$ cat src/rtl/pipeline_ctrl.sv
// Hazard/redirect controller for the 5-stage core: per-stage stall/flush, PC redirect
// select, a RUN/DRAIN/WFI sequencer and saturating stall/redirect counters.
module pipeline_ctrl #(
    parameter int CNT_W = 32
) (
    input  logic             clk,
    input  logic             rst,
    input  logic             hdu_load_stall,
    input  logic             ex_branch_take,
    input  logic             mem_busy,
    input  logic             mem_trap_req,
    input  logic             mem_mret_req,
    input  logic             mem_wfi_req,
    input  logic             irq_pending,
    input  logic             perf_cnt_clr,
    output logic             if_stall,
    output logic             id_stall,
    output logic             ex_stall,
    output logic             if_flush,
    output logic             id_flush,
    output logic             ex_flush,
    output logic             mem_flush,
    output logic             redirect_valid,
    output logic [1:0]       redirect_sel,
    output logic [CNT_W-1:0] perf_stall_cnt,
    output logic [CNT_W-1:0] perf_flush_cnt
);

    typedef enum logic [1:0] {
        RUN   = 2'd0,
        DRAIN = 2'd1,
        WFI   = 2'd2
    } state_t;

    localparam logic [1:0] SEL_BRANCH = 2'd0;
    localparam logic [1:0] SEL_TRAP   = 2'd1;
    localparam logic [1:0] SEL_MEPC   = 2'd2;

    state_t           state_q, state_d;
    logic [1:0]       pend_sel_q, pend_sel_d;
    logic [CNT_W-1:0] stall_cnt_q, stall_cnt_d;
    logic [CNT_W-1:0] flush_cnt_q, flush_cnt_d;

    logic       trap_or_mret;
    logic [1:0] trap_sel;

    assign trap_or_mret = mem_trap_req | mem_mret_req;
    assign trap_sel     = mem_trap_req ? SEL_TRAP : SEL_MEPC;

    // NOTE: every output and next-state value gets a default first so no path
    // through the priority chain can infer a latch.
    always_comb begin
        if_stall       = 1'b0;
        id_stall       = 1'b0;
        ex_stall       = 1'b0;
        if_flush       = 1'b0;
        id_flush       = 1'b0;
        ex_flush       = 1'b0;
        mem_flush      = 1'b0;
        redirect_valid = 1'b0;
        redirect_sel   = SEL_BRANCH;
        state_d        = state_q;
        pend_sel_d     = pend_sel_q;

        if (rst) begin
            if_flush  = 1'b1;
            id_flush  = 1'b1;
            ex_flush  = 1'b1;
            mem_flush = 1'b1;
        end else begin
            unique case (state_q)
                RUN: begin
                    if (trap_or_mret && !mem_busy) begin
                        redirect_valid = 1'b1;
                        redirect_sel   = trap_sel;
                        if_flush       = 1'b1;
                        id_flush       = 1'b1;
                        ex_flush       = 1'b1;
                        mem_flush      = 1'b1;
                    end else if (trap_or_mret) begin
                        if_stall   = 1'b1;
                        id_stall   = 1'b1;
                        ex_stall   = 1'b1;
                        mem_flush  = 1'b1;
                        pend_sel_d = trap_sel;
                        state_d    = DRAIN;
                    end else if (mem_busy) begin
                        // A taken branch in EX is frozen here and resolves again later.
                        if_stall  = 1'b1;
                        id_stall  = 1'b1;
                        ex_stall  = 1'b1;
                        mem_flush = 1'b1;
                    end else if (mem_wfi_req) begin
                        if_stall = 1'b1;
                        id_stall = 1'b1;
                        ex_stall = 1'b1;
                        state_d  = WFI;
                    end else if (ex_branch_take) begin
                        redirect_valid = 1'b1;
                        redirect_sel   = SEL_BRANCH;
                        if_flush       = 1'b1;
                        id_flush       = 1'b1;
                    end else if (hdu_load_stall) begin
                        if_stall = 1'b1;
                        id_flush = 1'b1;
                    end
                end
                DRAIN: begin
                    if (mem_busy) begin
                        if_stall  = 1'b1;
                        id_stall  = 1'b1;
                        ex_stall  = 1'b1;
                        mem_flush = 1'b1;
                    end else begin
                        redirect_valid = 1'b1;
                        redirect_sel   = pend_sel_q;
                        if_flush       = 1'b1;
                        id_flush       = 1'b1;
                        ex_flush       = 1'b1;
                        mem_flush      = 1'b1;
                        state_d        = RUN;
                    end
                end
                WFI: begin
                    // Wake-up only leaves the state; the trap itself arrives via MEM.
                    if_stall  = 1'b1;
                    id_stall  = 1'b1;
                    ex_stall  = 1'b1;
                    mem_flush = 1'b1;
                    if (irq_pending) state_d = RUN;
                end
                default: state_d = RUN;
            endcase
        end
    end

    always_comb begin
        stall_cnt_d = stall_cnt_q;
        flush_cnt_d = flush_cnt_q;
        if (perf_cnt_clr) begin
            stall_cnt_d = '0;
            flush_cnt_d = '0;
        end else begin
            if ((if_stall || state_q != RUN) && !(&stall_cnt_q))
                stall_cnt_d = stall_cnt_q + 1'b1;
            if (redirect_valid && !(&flush_cnt_q))
                flush_cnt_d = flush_cnt_q + 1'b1;
        end
    end

    // NOTE: sequential state uses non-blocking assignments only, so every register
    // samples the same pre-edge values regardless of statement order.
    always_ff @(posedge clk) begin
        if (rst) begin
            state_q     <= RUN;
            pend_sel_q  <= SEL_BRANCH;
            stall_cnt_q <= '0;
            flush_cnt_q <= '0;
        end else begin
            state_q     <= state_d;
            pend_sel_q  <= pend_sel_d;
            stall_cnt_q <= stall_cnt_d;
            flush_cnt_q <= flush_cnt_d;
        end
    end

    assign perf_stall_cnt = stall_cnt_q;
    assign perf_flush_cnt = flush_cnt_q;

endmodule

$ cat config.mk
export PLATFORM = sky130hd
export DESIGN_NAME = pipeline_ctrl
export DESIGN_NICKNAME = d
export VERILOG_FILES = /design/src/rtl/pipeline_ctrl.sv
export SDC_FILE = /design/constraint.sdc
export NUM_CORES = 1
export LEC_CHECK = 0
export ABC_AREA = 0
export CAP_MARGIN = 20
export CORE_MARGIN = 4
export CORE_UTILIZATION = 43
export CTS_CLUSTER_SIZE = 30
export DETAILED_ROUTE_END_ITERATION = 12
export PLACE_DENSITY = 0.69
export SETUP_SLACK_MARGIN = 0.05
export SLEW_MARGIN = 20
export SYNTH_ARGS = -nofsm -noshare
export SYNTH_HDL_FRONTEND = slang
export SYNTH_SLANG_ARGS = --single-unit
$ cat constraint.sdc
create_clock -name clk -period 2.75 [get_ports clk]
set_clock_uncertainty 0.05 [all_clocks]
set_input_delay 0.6875 -clock clk [delete_from_list [all_inputs] [get_ports clk]]
set_output_delay 0.6875 -clock clk [all_outputs]
set_load 0.03 [all_outputs]
==> flow_summary.json <==
{
  "synth-edff-count": 0,
  "wl_mm": 11.38,
  "via_count": 4405,
  "fp-row-count": 34,
  "timing.rr.start": "state_q[0]",
  "synthArstFlopShare_pct": 0,
  "yosysWarnings": 0,
  "syn_area_per_cell_sq_um": 7.994,
  "die_x_microns": 103.1,
  "status": "finished, final reports clean",
  "antenna_found_initial": 0,
  "synth_nets": 502,
  "root_buffer": "clkbuf_8",
  "regArea_sq_mm": 0.001363,
  "setup_violations": 0,
  "endpoint_kind": "output pin",
  "cts.clk_slew.worst_paths_ns": 0.08,
  "die_h_microns": 103.1,
  "p_per_area_mw_per_mm2": 397.6,
  "hold_buffers": 0,
  "p_total_mw": 2.166,
  "synthCells": 486,
  "fillCellCount": 788,
  "synth.distinct_cells": 53,
  "nets": 625,
  "period_share_pct": 96.75,
  "drt-met1-wl_mm": 5.359,
  "firstDrtPassIters": 5,
  "arrival_ns": 1.92,
  "cts_made_buffers": 9,
  "drc": 0,
  "dp_hpwl_mm": 8.382,
  "ir_drop_mv": 0.2753,
  "num_antenna_cells": 0,
  "dpl-instance-area_sq_mm": 0.005150,
  "yosysSeqAreaShare_pct": 35.04,
  "cts_tree": "done",
  "hold_viol_final": 0,
  "wl_per_cell_microns": 15.76,
  "initial_core_util_pct": 44.33,
  "critPathLaunchType": "input port",
  "cp_max_fo": 3,
  "overflow": 0,
  "cts-htree-levels": 3,
  "worst_pin_slew_ns": 0.7189,
  "grt_pass1_wl_mm": 18.49,
  "clock_sinks": 68,
  "whs_path_depth": 2,
  "grtUsageTotal_pct": 21.56,
  "grt_max_degree": 31,
  "synth-main-ff-cell": "dfxtp_1",
  "area_growth_pct": 40.23,
  "dp.cells": 701,
  "routed.top_layer": "met4",
  "worst_skew_pair.late_latency_ns": 0.35,
  "final_cells": 722,
  "routabilityCongestion": 0.8260,
  "worstSetupPathType": "input port to output pin",
  "holdWs_ns": 0.4515,
  "maxCapViolCount": 0,
  "wl_met2_mm": 5.163,
  "hold_class": "flip-flop to flip-flop",
  "reg2reg_slack_ns": 0.25,
  "layout-drive-gt1-share_pct": 18.57,
  "fp.coreArea_sq_mm": 0.008763,
  "multi_input_comb_area_sq_mm": 0.002429,
  "period_needed_ns": 2.661,
  "detail-route-antenna-nets": 0,
  "io_buffers": 83,
  "critPathRequiredTime_ns": 2.01,
  "fin_area_sq_mm": 0.005448,
  "fmax_ghz": 0.3759,
  "ys_seq_elements": 68,
  "reg2reg_to": "perf_flush_cnt[15]",
  "avgViaCountPerCell": 6.101,
  "worstHoldStart": "perf_flush_cnt[21]",
  "dieArea_sq_mm": 0.01062,
  "fin_util_pct": 62.16,
  "grt_pass1_vias": 3889,
  "dr.first_iter.drc_count": 230,
  "worstRegToRegCells": 9,
  "rsz0062_at_grt": "yes",
  "slew_headroom_pct": 51.79,
  "slew_violations": 0,
  "hold_end": "perf_flush_cnt[21]",
  "clockBufferDepth": 2,
  "wl_met3_microns": 741,
  "synth_area_sq_mm": 0.003885,
  "ios": 84,
  "p_leak_nw": 1.816
}
## synth_stat cells (2+ instances only)
master / n / area (sq um)
and3_1: 9 / 56.30
and2_1: 4 / 25.02
nand2b_1: 5 / 31.28
nor3_1: 8 / 40.04
a31o_2: 2 / 17.52
buf_2: 3 / 15.01
nor4_1: 10 / 62.56
or2_1: 2 / 12.51
clkbuf_1: 26 / 97.59
o21ai_0: 15 / 75.07
nand4_1: 14 / 87.58
nand4b_1: 2 / 17.52
a41o_1: 6 / 60.06
ha_1: 6 / 75.07
inv_1: 14 / 52.55
nand2_1: 37 / 138.9
o311ai_0: 4 / 35.03
nor2_1: 22 / 82.58
or2_2: 3 / 18.77
o41ai_1: 7 / 61.31
or4b_2: 2 / 20.02
a21oi_1: 50 / 250.2
nand3_1: 30 / 150.1
dfxtp_1: 68 / 1361
o211ai_1: 7 / 52.55
or4_1: 35 / 262.8
a211oi_1: 4 / 30.03
mux2i_1: 5 / 50.05
o31ai_1: 28 / 210.2
and4_1: 5 / 43.79
or3_1: 22 / 137.6
a31oi_1: 10 / 62.56
## layer usage
metal	global-route usage [%]	vias to the layer above
met5	0	-
met2	33.00	152
met3	4.263	14
met1	30.86	2086
li1	-	2153
met4	6.076	0
## sequential cells by signal, summed over array words and instances, names as in the netlist
register        cells
perf_flush_cnt     32
perf_stall_cnt     32
pend_sel_q          2
state_q             2
## repair_timing
| action | 4_1_cts | 5_1_grt |
|---|---|---|
| endpoints found under the setup margin | 9 | 24 |
| resized for setup | 37 | 19 |
| pin swaps | 8 | 6 |
| endpoints found under the hold margin | 0 | 0 |
| buffers inserted | 1 | 4 |
## cell type report
class                   instances  share of cell area (%)
clock buffers                  11                   2.779
well taps                     108                   2.480
multi-input cells             374                   44.58
clock inverters                 5                  0.6661
repair buffers                142                   23.52
flip-flops and latches         68                   25.01
inverters                      14                  0.9646
## logic make-up after synthesis
family | synth area share (%)
AO/OA/AOI/OAI | 24.80
adder cells (fa/ha/maj) | 1.932
buffers and inverters | 4.444
flip-flops | 35.04
multiplexers | 1.288
AND/OR/NAND/NOR | 32.50
## worst max-delay path: stages
cell      delay, ns
buf_6          0.09
or2_4          0.26
buf_6          0.12
a22oi_2        0.22
nand2_2        0.10
a211oi_4       0.28
buf_6          0.17
## through the flow
step	setup WS (ns)	setup TNS, ns
after floorplan	-0.01222	-0.01222
after global placement	-0.6298	-10.19
after detailed placement	-0.6659	-12.14
after CTS	0.04549	0
after global routing	0.02636	0
final	0.08940	0
## worst max path at each step
stage                 start  slack [ns]  endpoint
3_3_place_gp   mem_trap_req       -0.63  id_flush
5_1_grt        mem_trap_req        0.03  if_stall
2_1_floorplan           rst       -0.01  id_stall
4_1_cts                 rst        0.05  ex_stall
3_5_place_dp   mem_trap_req       -0.67  id_flush
6_report       mem_trap_req        0.09  if_stall
## power by group
group | internal, mW | switching [mW]
clock network | 0.376 | 0.405
registers | 0.992 | 0.00669
logic | 0.180 | 0.206
## cells in the final DEF (no fill, tap or decap), types with 12 or more instances in the layout
master	instances
clkdlybuf4s50_1	67
buf_4	58
or4_1	35
nand3_1	30
nor2_1	22
o31ai_1	27
a21oi_1	48
nand4_1	14
o21ai_0	14
nand2_1	34
dfxtp_1	67
or3_1	21
inv_1	12
Note: power is estimated with default switching activity, not from simulation.
